### src/rtl/ws2812.sv
`timescale 1ns/1ps
// ---------------------------------------------------------------------------
// ws2812 - continuous refresh driver for a chain of WS2812 RGB LEDs.
//
// Holds one 24-bit colour per LED. The host writes one colour into any subset
// of LEDs through a bit mask. The chain is refreshed forever: a T_RESET low
// latch period, then every LED's 24 bits, from LED NUM_LEDS-1 down to LED 0.
// Each LED is sent in GRB order, MSB first.
//
// Ports:
//   clk         system clock, rising edge
//   reset       asynchronous active-low reset
//   rgb_colour  colour to write, {R, G, B}
//   led_mask    bit i selects LED i for the write
//   write       write strobe
//   data        serial WS2812 data line (registered)
//   frame_done  one-cycle pulse at the end of each frame
//               (present only with WS2812_FRAME_DONE_EN defined)
//
// Optional feature macro: WS2812_FRAME_DONE_EN
// ---------------------------------------------------------------------------
module ws2812 #(
  parameter int NUM_LEDS = 4,
  parameter int T_ON_1   = 9,
  parameter int T_ON_0   = 4,
  parameter int T_PERIOD = 15,
  parameter int T_RESET  = 600
) (
  input  logic                clk,
  input  logic                reset,
  input  logic [23:0]         rgb_colour,
  input  logic [NUM_LEDS-1:0] led_mask,
  input  logic                write,
`ifdef WS2812_FRAME_DONE_EN
  output logic                data,
  output logic                frame_done
`else
  output logic                data
`endif
);

  localparam int LW   = (NUM_LEDS > 1) ? $clog2(NUM_LEDS) : 1;
  localparam int CMAX = (T_RESET > T_PERIOD) ? T_RESET : T_PERIOD;
  localparam int CW   = $clog2(CMAX + 1);

  typedef enum logic {
    STATE_RESET = 1'b0,
    STATE_DATA  = 1'b1
  } state_t;

  state_t         r_state;
  logic [23:0]    r_led_reg [NUM_LEDS];
  logic [23:0]    r_shift;
  logic [LW-1:0]  r_led_counter;
  logic [4:0]     r_bit_cnt;
  logic [CW-1:0]  r_cycle_cnt;
  logic           r_data;
`ifdef WS2812_FRAME_DONE_EN
  logic           r_frame_done;
`endif

  logic [CW-1:0]  w_cycle_nxt;
  logic [CW-1:0]  w_ton;
  logic           w_last_cycle;
  logic           w_reset_done;
  logic [LW-1:0]  w_next_idx;

  // Reorder {R,G,B} into wire order {G,R,B} so the shifter can send MSB first.
  function automatic logic [23:0] grb_order(input logic [23:0] c);
    return {c[15:8], c[23:16], c[7:0]};
  endfunction

  assign w_cycle_nxt  = r_cycle_cnt + CW'(1);
  assign w_ton        = r_shift[23] ? CW'(T_ON_1) : CW'(T_ON_0);
  assign w_last_cycle = (r_cycle_cnt == CW'(T_PERIOD - 1));
  assign w_reset_done = (r_cycle_cnt == CW'(T_RESET - 1));
  assign w_next_idx   = r_led_counter - LW'(1);

  assign data = r_data;
`ifdef WS2812_FRAME_DONE_EN
  assign frame_done = r_frame_done;
`endif

  // Colour register file: masked write, accepted in any refresh state.
  always_ff @(posedge clk or negedge reset) begin
    if (!reset) begin
      for (int i = 0; i < NUM_LEDS; i++) begin
        r_led_reg[i] <= 24'h000000;
      end
    end else begin
      for (int i = 0; i < NUM_LEDS; i++) begin
        if (write && led_mask[i]) begin
          r_led_reg[i] <= rgb_colour;
        end
      end
    end
  end

  // Refresh FSM: latch period, then per-bit PWM with a registered data line.
  // r_data always holds the level for the cycle the counters will be in next,
  // so the pin is glitch-free and exactly aligned with the bit period.
  always_ff @(posedge clk or negedge reset) begin
    if (!reset) begin
      r_state       <= STATE_RESET;
      r_shift       <= 24'h000000;
      r_led_counter <= LW'(NUM_LEDS - 1);
      r_bit_cnt     <= 5'd0;
      r_cycle_cnt   <= {CW{1'b0}};
      r_data        <= 1'b0;
`ifdef WS2812_FRAME_DONE_EN
      r_frame_done  <= 1'b0;
`endif
    end else begin
`ifdef WS2812_FRAME_DONE_EN
      r_frame_done <= 1'b0;
`endif
      case (r_state)
        STATE_RESET: begin
          r_data <= 1'b0;
          if (w_reset_done) begin
            // Latch the first LED's colour at the start of its slot; both
            // high times are non-zero so every bit starts with data high.
            r_state       <= STATE_DATA;
            r_shift       <= grb_order(r_led_reg[NUM_LEDS-1]);
            r_led_counter <= LW'(NUM_LEDS - 1);
            r_bit_cnt     <= 5'd23;
            r_cycle_cnt   <= {CW{1'b0}};
            r_data        <= 1'b1;
          end else begin
            r_cycle_cnt <= w_cycle_nxt;
          end
        end
        STATE_DATA: begin
          if (w_last_cycle) begin
            r_cycle_cnt <= {CW{1'b0}};
            if (r_bit_cnt != 5'd0) begin
              r_shift   <= {r_shift[22:0], 1'b0};
              r_bit_cnt <= r_bit_cnt - 5'd1;
              r_data    <= 1'b1;
            end else if (r_led_counter != {LW{1'b0}}) begin
              r_led_counter <= w_next_idx;
              r_shift       <= grb_order(r_led_reg[w_next_idx]);
              r_bit_cnt     <= 5'd23;
              r_data        <= 1'b1;
            end else begin
              r_state      <= STATE_RESET;
              r_data       <= 1'b0;
`ifdef WS2812_FRAME_DONE_EN
              r_frame_done <= 1'b1;
`endif
            end
          end else begin
            r_cycle_cnt <= w_cycle_nxt;
            r_data      <= (w_cycle_nxt < w_ton);
          end
        end
        default: begin
          r_state     <= STATE_RESET;
          r_cycle_cnt <= {CW{1'b0}};
          r_data      <= 1'b0;
        end
      endcase
    end
  end

endmodule

### config.mk
export PLATFORM = sky130hd
export DESIGN_NAME = ws2812
export DESIGN_NICKNAME = d
export VERILOG_FILES = /design/src/rtl/ws2812.sv
export SDC_FILE = /design/constraint.sdc
export NUM_CORES = 1
export LEC_CHECK = 0
export ABC_AREA = 1
export CORE_ASPECT_RATIO = 1.25
export CORE_MARGIN = 3
export CORE_UTILIZATION = 60
export CTS_BUF_LIST = sky130_fd_sc_hd__clkbuf_4 sky130_fd_sc_hd__clkbuf_8 sky130_fd_sc_hd__clkbuf_16
export DETAILED_ROUTE_END_ITERATION = 8
export PLACE_DENSITY = 0.79
export SETUP_SLACK_MARGIN = 0.5
export SLEW_MARGIN = 40
export SYNTH_ARGS = -nofsm -noshare
export SYNTH_HDL_FRONTEND = slang
export SYNTH_SLANG_ARGS = --single-unit
### constraint.sdc
create_clock -name clk -period 2.4 [get_ports clk]
set_input_delay 0.48 -clock clk [delete_from_list [all_inputs] [get_ports clk]]
set_output_delay 0.48 -clock clk [all_outputs]
set_load 0.05 [all_outputs]
After elaboration in Yosys (flattened, before gate mapping) --
Cells that the tools add are included.
Word-level totals: logic and storage cells 61, bits in registers 139, bits of input ports 31
Operators by class: mux-type cells 29, $add $sub $neg 3, $lt $le $gt $ge 2, reductions and logical operators 8, bitwise gates (word level) 2, equality and inequality tests 7
Operators with widths (count):
- $mux 24 | 6
- $bmux 24 s2 | 1
- $pmux 24 s2 | 1
- $mux 10 | 2
- $mux 5 | 4
- $pmux 10 s2 | 1
- $add 10x1->10 const B | 1
- $eq 10x10->1 const B | 1
- $eq 10x4->1 const B | 1
- $lt 10x4->1 | 1
- $pmux 5 s2 | 1
- $mux 2 | 4
- $mux 1 | 5
- $reduce_bool 5->1 | 1
- $sub 5x1->5 const B | 1
- $logic_and 1x1->1 | 4
- $mux 4 | 1
- $ne 2x1->1 const B | 2
- $ne 2x2->1 const B | 2
- $pmux 1 s2 | 2
- $pmux 2 s2 | 1
- $reduce_and 4->1 | 1
- $ge 3x3->1 const B | 1
- $ne 3x1->1 const B | 1
- 5 further kinds | 5

Logic depth before layout (Yosys ltp) --
Gate-level depths: netlist of the first run.
depth in word-level cells 9, gate-level depth with buffers 12, depth with buffers taken out 12

Worst setup path after synthesis of the first run --
No wires, ideal clock.
kind register to register, from register r_led_counter[0], to register r_shift[21], clock period less this slack 1963 ps, stages on the path, launching flop included 13, path slack 437 ps, data arrival time 1846 ps, setup time 116 ps, path buffers 3, path through dfstp_2 inv_2 clkbuf_1 ha_1 buf_2 buf_2 nor2_1 o21ai_0 o21ai_0 nand2_1 nand3_1 nand2_1 nand2_1
Between the ends: longest elaborated chain between the ends 9, elaborated cells on any way between the ends 12, classes of those cells add/sub: 1; eq/ne: 1; mux: 7; bitwise: 1; reduce/logical: 2
Ends and longest elaborated chain:
- from (decl) | line 54 | logic [LW-1:0] r_led_counter;
- from (signal assigned) | line 106 | r_led_counter <= LW'(NUM_LEDS - 1);
- from (signal assigned) | line 125 | r_led_counter <= LW'(NUM_LEDS - 1);
- from (signal assigned) | line 141 | r_led_counter <= w_next_idx;
- $sub 2x1->2 | line 77 | assign w_next_idx = r_led_counter - LW'(1);
- $not 2->3 (implied by the code) | line 142 | r_shift <= grb_order(r_led_reg[w_next_idx]);
- $bmux 24 s2 | line 142
- $mux 24 (implied by the code) (2 in a row) | line 142
- $mux 24 | line 140 | end else if (r_led_counter != {LW{1'b0}}) begin
- $mux 24 | line 136 | if (r_bit_cnt != 5'd0) begin
- $mux 24 | line 134 | if (w_last_cycle) begin
- $pmux 24 s2 | line 117 | case (r_state)
- to (signal assigned) | line 124 | r_shift <= grb_order(r_led_reg[NUM_LEDS-1]);
- to (signal assigned) | line 137 | r_shift <= {r_shift[22:0], 1'b0};
- to (signal assigned) | line 142
- to (decl) | line 53 | logic [23:0] r_shift;
Several ways; a longest one is shown, not always the timed one. The select of a mux whose other input is x is not followed. A chain may end at the register's enable or synchronous reset.

Final worst setup path of the first run --
from register r_cycle_cnt[0], to register r_data, in the netlist data
Between the ends: longest elaborated chain between the ends 4, elaborated cells on any way between the ends 7, classes of those cells add/sub: 1; order compare: 1; eq/ne: 2; mux: 3
Ends and longest elaborated chain:
- from (decl) | line 56 | logic [CW-1:0] r_cycle_cnt;
- from (signal assigned) | line 108 | r_cycle_cnt <= {CW{1'b0}};
- from (signal assigned) | line 127 | r_cycle_cnt <= {CW{1'b0}};
- from (signal assigned) | line 130 | r_cycle_cnt <= w_cycle_nxt;
- $add 10x1->10 | line 73 | assign w_cycle_nxt = r_cycle_cnt + CW'(1);
- $lt 10x4->1 | line 154 | r_data <= (w_cycle_nxt < w_ton);
- $mux 1 | line 134
- $pmux 1 s2 (*) | line 117
- to (signal assigned) | line 154
- to (decl) | line 57 | logic r_data;
Mark *: on every way between the ends. The rest lies on a longest branch, timed or not.

==> impl_metrics.py, run 1 <==
metrics = {
    "route": {
        "via_count": 5979,
        "drt_iter0_drc": 612,
        "drc": 0,
        "wl_per_cell_um": 16.0,
        "vias_per_cell": 5.74,
        "routed_wirelength_um": 16600,
        "first_pass_iters": 7,
        "ant_nets": 0,
    },
    "clocking": {
        "ctsHtreeMaxLevel": 4,
        "clock_latency_ns": 0.41,
        "clockRootBuffer": "clkbuf_16",
        "clock-sinks": 139,
        "clock_path_buffers": 2,
        "hold_buffers": 0,
        "tritoncts": "done",
        "clkSlewWorstSetupHoldPaths_ns": 0.06,
        "cts_buffers": 17,
    },
    "global_route": {
        "grt_use_total_pct": 26.2,
        "gr-total-overflow": 0,
        "grt_pass1_vias": 5802,
        "top_usage_layer": "met2",
        "grt_max_degree": 59,
        "grt.met3_usage_pct": 5.94,
        "antenna_found_initial": 0,
        "grt_pass1_wl_um": 26500,
        "use_met2_pct": 43.5,
        "met1_usage_pct": 33.9,
    },
    "pwr": {
        "power.density_mw_per_mm2": 770,
        "total_power_mw": 6.26,
        "leakage_nw": 3.95,
        "ir_drop_mv": 0.490,
    },
    "timing": {
        "rsz0062_at_grt": "yes",
        "setup_violations": 0,
        "tns_ns": 0,
        "worst_slack_ns": 0.461,
        "max-slew-margin-rel_pct": 64.0,
        "finClkSkew_ns": 0.00521,
        "max_slew.worst_pin.slew_ns": 0.540,
        "period_needed_ns": 1.94,
        "hold_viol": 0,
        "drv_slew": 0,
        "fin_crit_sh_pct": 80.8,
        "max_freq_mhz": 516,
    },
    "synth": {
        "synth_nets": 896,
        "ys_seq_area_share_pct": 51.8,
        "ys_seq_elements": 139,
        "synthCells": 859,
        "synthTopCellsByArea": "dfrtp_1 51%, nand2_1 14%, o21ai_0 13%",
        "synth_area_mm2": 0.00671,
        "yosysWarnings": 0,
        "synth_area_leader_cell": "dfrtp_1",
        "synth_top_area_share_pct": 51.1,
        "yosys.cell_types.count": 33,
        "avgSynthCellArea_um2": 7.82,
    },
    "floorplanning": {
        "core_mm2": 0.0108,
        "ioPinCount": 32,
        "die_y_um": 124,
        "start_util_pct": 62.3,
        "num_rows": 42,
        "design.die.area_mm2": 0.0125,
        "die_x_um": 101,
    },
    "setup_path": {
        "worstPathArrival_ns": 2.28,
        "cpLargestDelayFamily": "simple AND/OR/NAND/NOR gates",
        "max_stage_delay_ns": 0.47,
        "start_kind": "register",
        "worst-setup-path-type": "register to register",
        "cpMaxStageDelayCell": "dfrtp_2",
        "required_ns": 2.74,
        "path_cells": "ha_4 -> nand2_4 -> inv_4 -> nor2_2 -> ha_1 -> nand2_1 -> inv_1 -> a21oi_2 -> nand3_1 -> nor2_1 -> nand3_1 -> a21oi_2",
        "path_max_fanout": 4,
        "cp-end-kind": "register",
        "critPathBufInv": 2,
    },
    "cells_and_area": {
        "regArea_mm2": 0.00348,
        "largest_reg_flops": 96,
        "final_nets": 933,
        "syn_to_final_growth_pct": 20.9,
        "antenna_cells": 0,
        "instances_no_fill": 1041,
        "nFillCells": 742,
        "layout_commonest_cell": "nand2_1",
        "final_cell_mix": "251 x nand2_1, 168 x o21ai_0, 134 x dfrtp_1",
        "multiInputGateArea_mm2": 0.00286,
        "drive_above_1_share_pct": 12.4,
        "design_area_mm2": 0.00812,
    },
    "run_status": {
        "status": "finished clean",
    },
    "placed_design": {
        "place_area_mm2": 0.00711,
        "dp_cells": 991,
        "place.gp.congestion": 0.878,
        "dpl.hpwl_um": 9330,
        "io_buffers": 31,
        "pre_cts_ws_ns": 0.399,
    },
    "flow_run": {
        "drv_cap": 0,
    },
    "worst_hold_path": {
        "hold_path_class": "primary input to async pin",
    },
}
## timing repair
action / 4_1_cts / 5_1_grt
gates cloned: 0 / 4
buffers inserted: 4 / 10
gates resized for setup: 8 / 24
pin swaps: 0 / 10
hold endpoints to repair: 0 / 0
endpoints found under the setup margin: 24 / 31
## worst paths after layout
path	cells past startpoint	end	from	slack (ns)
setup / recovery	12	data	r_cycle_cnt[0]	0.46
hold / removal	1	data	reset	0.03
setup reg to reg	12	data	r_cycle_cnt[0]	0.46
hold reg to reg	2	r_shift[11]	r_shift[11]	0.48
max in group asynchronous	2	r_led_reg[42]	reset	1.70
min in group clk	2	r_shift[11]	r_shift[11]	0.48
## per-layer routing
| layer | wire, um | vias up |
|---|---|---|
| met5 | 0 | - |
| met4 | 337 | 0 |
| met3 | 1100 | 43 |
| met2 | 8490 | 249 |
| met1 | 6700 | 2870 |
| li1 | - | 2817 |
## power by group
part	leakage [nW]	internal [mW]	total (mW)	switching, mW
logic	1.84	0.194	0.490	0.296
registers	1.76	2.55	2.67	0.125
clock network	0.342	2.12	3.09	0.976
total	3.95	4.86	6.26	1.40
## area by class of cell
class                           count  area share, %
Clock buffer                       21           5.69
Clock inverter                     11           2.96
Inverter                           61           3.00
Multi-Input combinational cell    612           35.3
Sequential cell                   139           42.9
Tap cell                          132           2.03
Timing Repair Buffer               64           8.01
Timing Repair inverter              1          0.139
## kinds of logic after synthesis
family / Yosys count / share of synthesized area (%)
AO/OA/AOI/OAI: 201 / 15.8
XOR/XNOR: 3 / 0.391
adder cells (fa/ha/maj): 6 / 1.12
buffers and inverters: 109 / 6.75
flip-flops: 139 / 51.8
AND/OR/NAND/NOR: 401 / 24.1
## stage by stage
step                utilization, %  hold slack (ns)
floorplan                        -            0.184
global placement              66.0            0.445
detailed placement            66.0            0.464
CTS                           73.0           0.0511
global route                  75.4           0.0617
finish                        75.4           0.0256
## Yosys cell counts, drive strengths merged
cell and number:
dfrtp 137, nor2 105, dfstp 2, and2 1
nor3 4, a21oi 5, nand3 28, xor2 2
nand3b 2, nand4 1, ha 6, o21ai 195
o21bai 1, nand2 259, buf 19, xnor2 1
clkbuf 29, nor3b 1, inv 61
No activity file was read; power rests on OpenSTA's default activity.
==> run 2, diff against run 1 <==
==> constraint.sdc (replaced) <==
create_clock -name clk -period 1.99 [get_ports clk]
set_input_delay 0.398 -clock clk [delete_from_list [all_inputs] [get_ports clk]]
set_output_delay 0.398 -clock clk [all_outputs]
set_load 0.05 [all_outputs]
==> run 2 against run 1 <==
Against the previous run:
- first-iteration DRC count up 37%
- clock power down 2%
- register-to-register slack worse by 0.44 ns
- hold slack better by 0.44 ns
- clock-buffer cell count unchanged
- via count up 6.5%
- critical endpoint is now r_bit_cnt[0]
- highest routed layer unchanged
==> impl_metrics.py, run 2 (same netlist as run 1, synthesis figures left out) <==
metrics = {
    "floorplanning": {
        "die_x_um": 101,
        "start_util_pct": 62.3,
        "design.die.area_mm2": 0.0125,
        "num_rows": 42,
        "core_mm2": 0.0108,
        "die_y_um": 124,
        "ioPinCount": 32,
    },
    "timing": {
        "hold_viol": 0,
        "max_slew.worst_pin.slew_ns": 0.493,
        "finClkSkew_ns": 0.0115,
        "worst_slack_ns": 0.0178,
        "max_freq_mhz": 507,
        "fin_crit_sh_pct": 99.1,
        "period_needed_ns": 1.97,
        "max-slew-margin-rel_pct": 67.1,
        "drv_slew": 0,
        "setup_violations": 0,
        "rsz0062_at_grt": "yes",
    },
    "cells_and_area": {
        "nFillCells": 668,
        "largest_reg_flops": 96,
        "syn_to_final_growth_pct": 27.8,
        "instances_no_fill": 1064,
        "final_cell_mix": "235 x nand2_1, 134 x dfrtp_1, 133 x o21ai_0",
        "layout_commonest_cell": "nand2_1",
        "final_nets": 956,
        "antenna_cells": 0,
        "drive_above_1_share_pct": 19.4,
    },
    "setup_path": {
        "cpLargestDelayFamily": "simple AND/OR/NAND/NOR gates",
        "cp-end-kind": "register",
        "critPathBufInv": 3,
        "required_ns": 2.31,
        "cpMaxStageDelayCell": "dfrtp_2",
        "path_max_fanout": 8,
        "worst-setup-path-type": "register to register",
        "worstPathArrival_ns": 2.29,
        "path_cells": "ha_4 -> nand2_4 -> buf_4 -> nor3_4 -> nand3_2 -> nand2_2 -> nand3_4 -> buf_12 -> buf_16 -> o21ai_1",
        "start_kind": "register",
        "max_stage_delay_ns": 0.42,
    },
    "route": {
        "vias_per_cell": 5.98,
        "drt_iter0_drc": 841,
        "first_pass_iters": 5,
        "routed_wirelength_um": 19800,
        "via_count": 6366,
        "wl_per_cell_um": 18.6,
        "drc": 0,
        "ant_nets": 0,
    },
    "clocking": {
        "cts_buffers": 17,
        "clock-sinks": 139,
        "clock_latency_ns": 0.43,
        "clock_path_buffers": 2,
        "ctsHtreeMaxLevel": 4,
        "tritoncts": "done",
        "clkSlewWorstSetupHoldPaths_ns": 0.06,
        "clockRootBuffer": "clkbuf_16",
    },
    "global_route": {
        "use_met2_pct": 51.4,
        "grt_pass1_vias": 6505,
        "met1_usage_pct": 39.4,
        "grt_pass1_wl_um": 31300,
        "antenna_found_initial": 0,
        "grt_max_degree": 50,
        "grt.met3_usage_pct": 7.45,
        "gr-total-overflow": 0,
        "grt_use_total_pct": 31.7,
        "top_usage_layer": "met2",
    },
    "pwr": {
        "total_power_mw": 6.90,
        "power.density_mw_per_mm2": 804,
        "leakage_nw": 4.07,
        "ir_drop_mv": 0.798,
    },
    "placed_design": {
        "dpl.hpwl_um": 9370,
        "pre_cts_ws_ns": 0.0506,
        "dp_cells": 992,
        "place.gp.congestion": 0.851,
        "io_buffers": 31,
    },
    "run_status": {
        "status": "finished clean",
    },
    "flow_run": {
        "drv_cap": 0,
    },
    "worst_hold_path": {
        "hold_path_class": "primary input to async pin",
    },
}
==> run 2: cell count changes in the layout (fill, tap and decap cells not counted), moves of 6 or more <==
| cell | before | now |
|---|---|---|
| buf_6 | 1 | 10 |
| nand2_1 | 251 | 235 |
| o21ai_0 | 168 | 133 |
| bufinv_16 | 7 | 1 |
| nand3_1 | 25 | 19 |
| nand2_2 | 6 | 21 |
| clkinvlp_4 | 1 | 7 |
| o21ai_2 | 14 | 20 |
| o21ai_1 | 13 | 40 |
==> run 2: power breakdown <==
group,internal (mW),switching (mW)
clock network,1.80,1.23
registers,3.07,0.156
logic,0.257,0.390
total,5.13,1.77
==> run 2: routing by layer <==
metal	routed length, um	part of all wire, %
met5	0	0
met1	7440	38
met4	826	4.2
met2	9980	50
met3	1520	7.7
==> run 2: worst paths after layout <==
path                            cells after the start  slack [ns]           start       endpoint
min in group clk                                    2        0.48   r_led_reg[52]  r_led_reg[52]
worst max-delay path                               10        0.02  r_cycle_cnt[1]   r_bit_cnt[0]
worst min-delay path                                2        0.46           reset  r_led_reg[74]
worst max register to register                     10        0.02  r_cycle_cnt[1]   r_bit_cnt[0]
worst min register to register                      2        0.48   r_led_reg[52]  r_led_reg[52]
max in group asynchronous                           3        0.86           reset  r_led_reg[22]
==> run 2: per-stage QoR <==
| stage | setup TNS, ns | utilization (%) | instance area, um^2 | hold WS (ns) |
|---|---|---|---|---|
| 6_report | 0 | 79.7 | 8580 | 0.463 |
| 5_1_grt | -0.138 | 79.7 | 8580 | 0.492 |
| 4_1_cts | 0 | 77.2 | 8320 | 0.469 |
| 3_5_place_dp | 0 | 66.6 | 7170 | 0.343 |
| 3_3_place_gp | 0 | 66.6 | 7170 | 0.333 |
| 2_1_floorplan | 0 | - | 6780 | 0.102 |
==> run 2: layout make-up <==
| cell class | instances | area, um^2 | area share, % |
|---|---|---|---|
| Clock buffer | 21 | 468 | 5.45 |
| Clock inverter | 11 | 96.3 | 1.12 |
| Inverter | 61 | 248 | 2.89 |
| Multi-Input combinational cell | 611 | 3070 | 35.8 |
| Sequential cell | 139 | 3480 | 40.6 |
| Tap cell | 132 | 165 | 1.92 |
| Timing Repair Buffer | 85 | 986 | 11.5 |
| Timing Repair inverter | 4 | 60.1 | 0.700 |
==> run 2: timing repair <==
item | in CTS | in global routing
pin swaps | 19 | 24
resized for setup | 67 | 51
hold buffers | 1 | 0
endpoints found under the setup margin | 40 | 41
setup buffers | 23 | 6
gates cloned | 9 | 1
endpoints found under the hold margin | 33 | 0
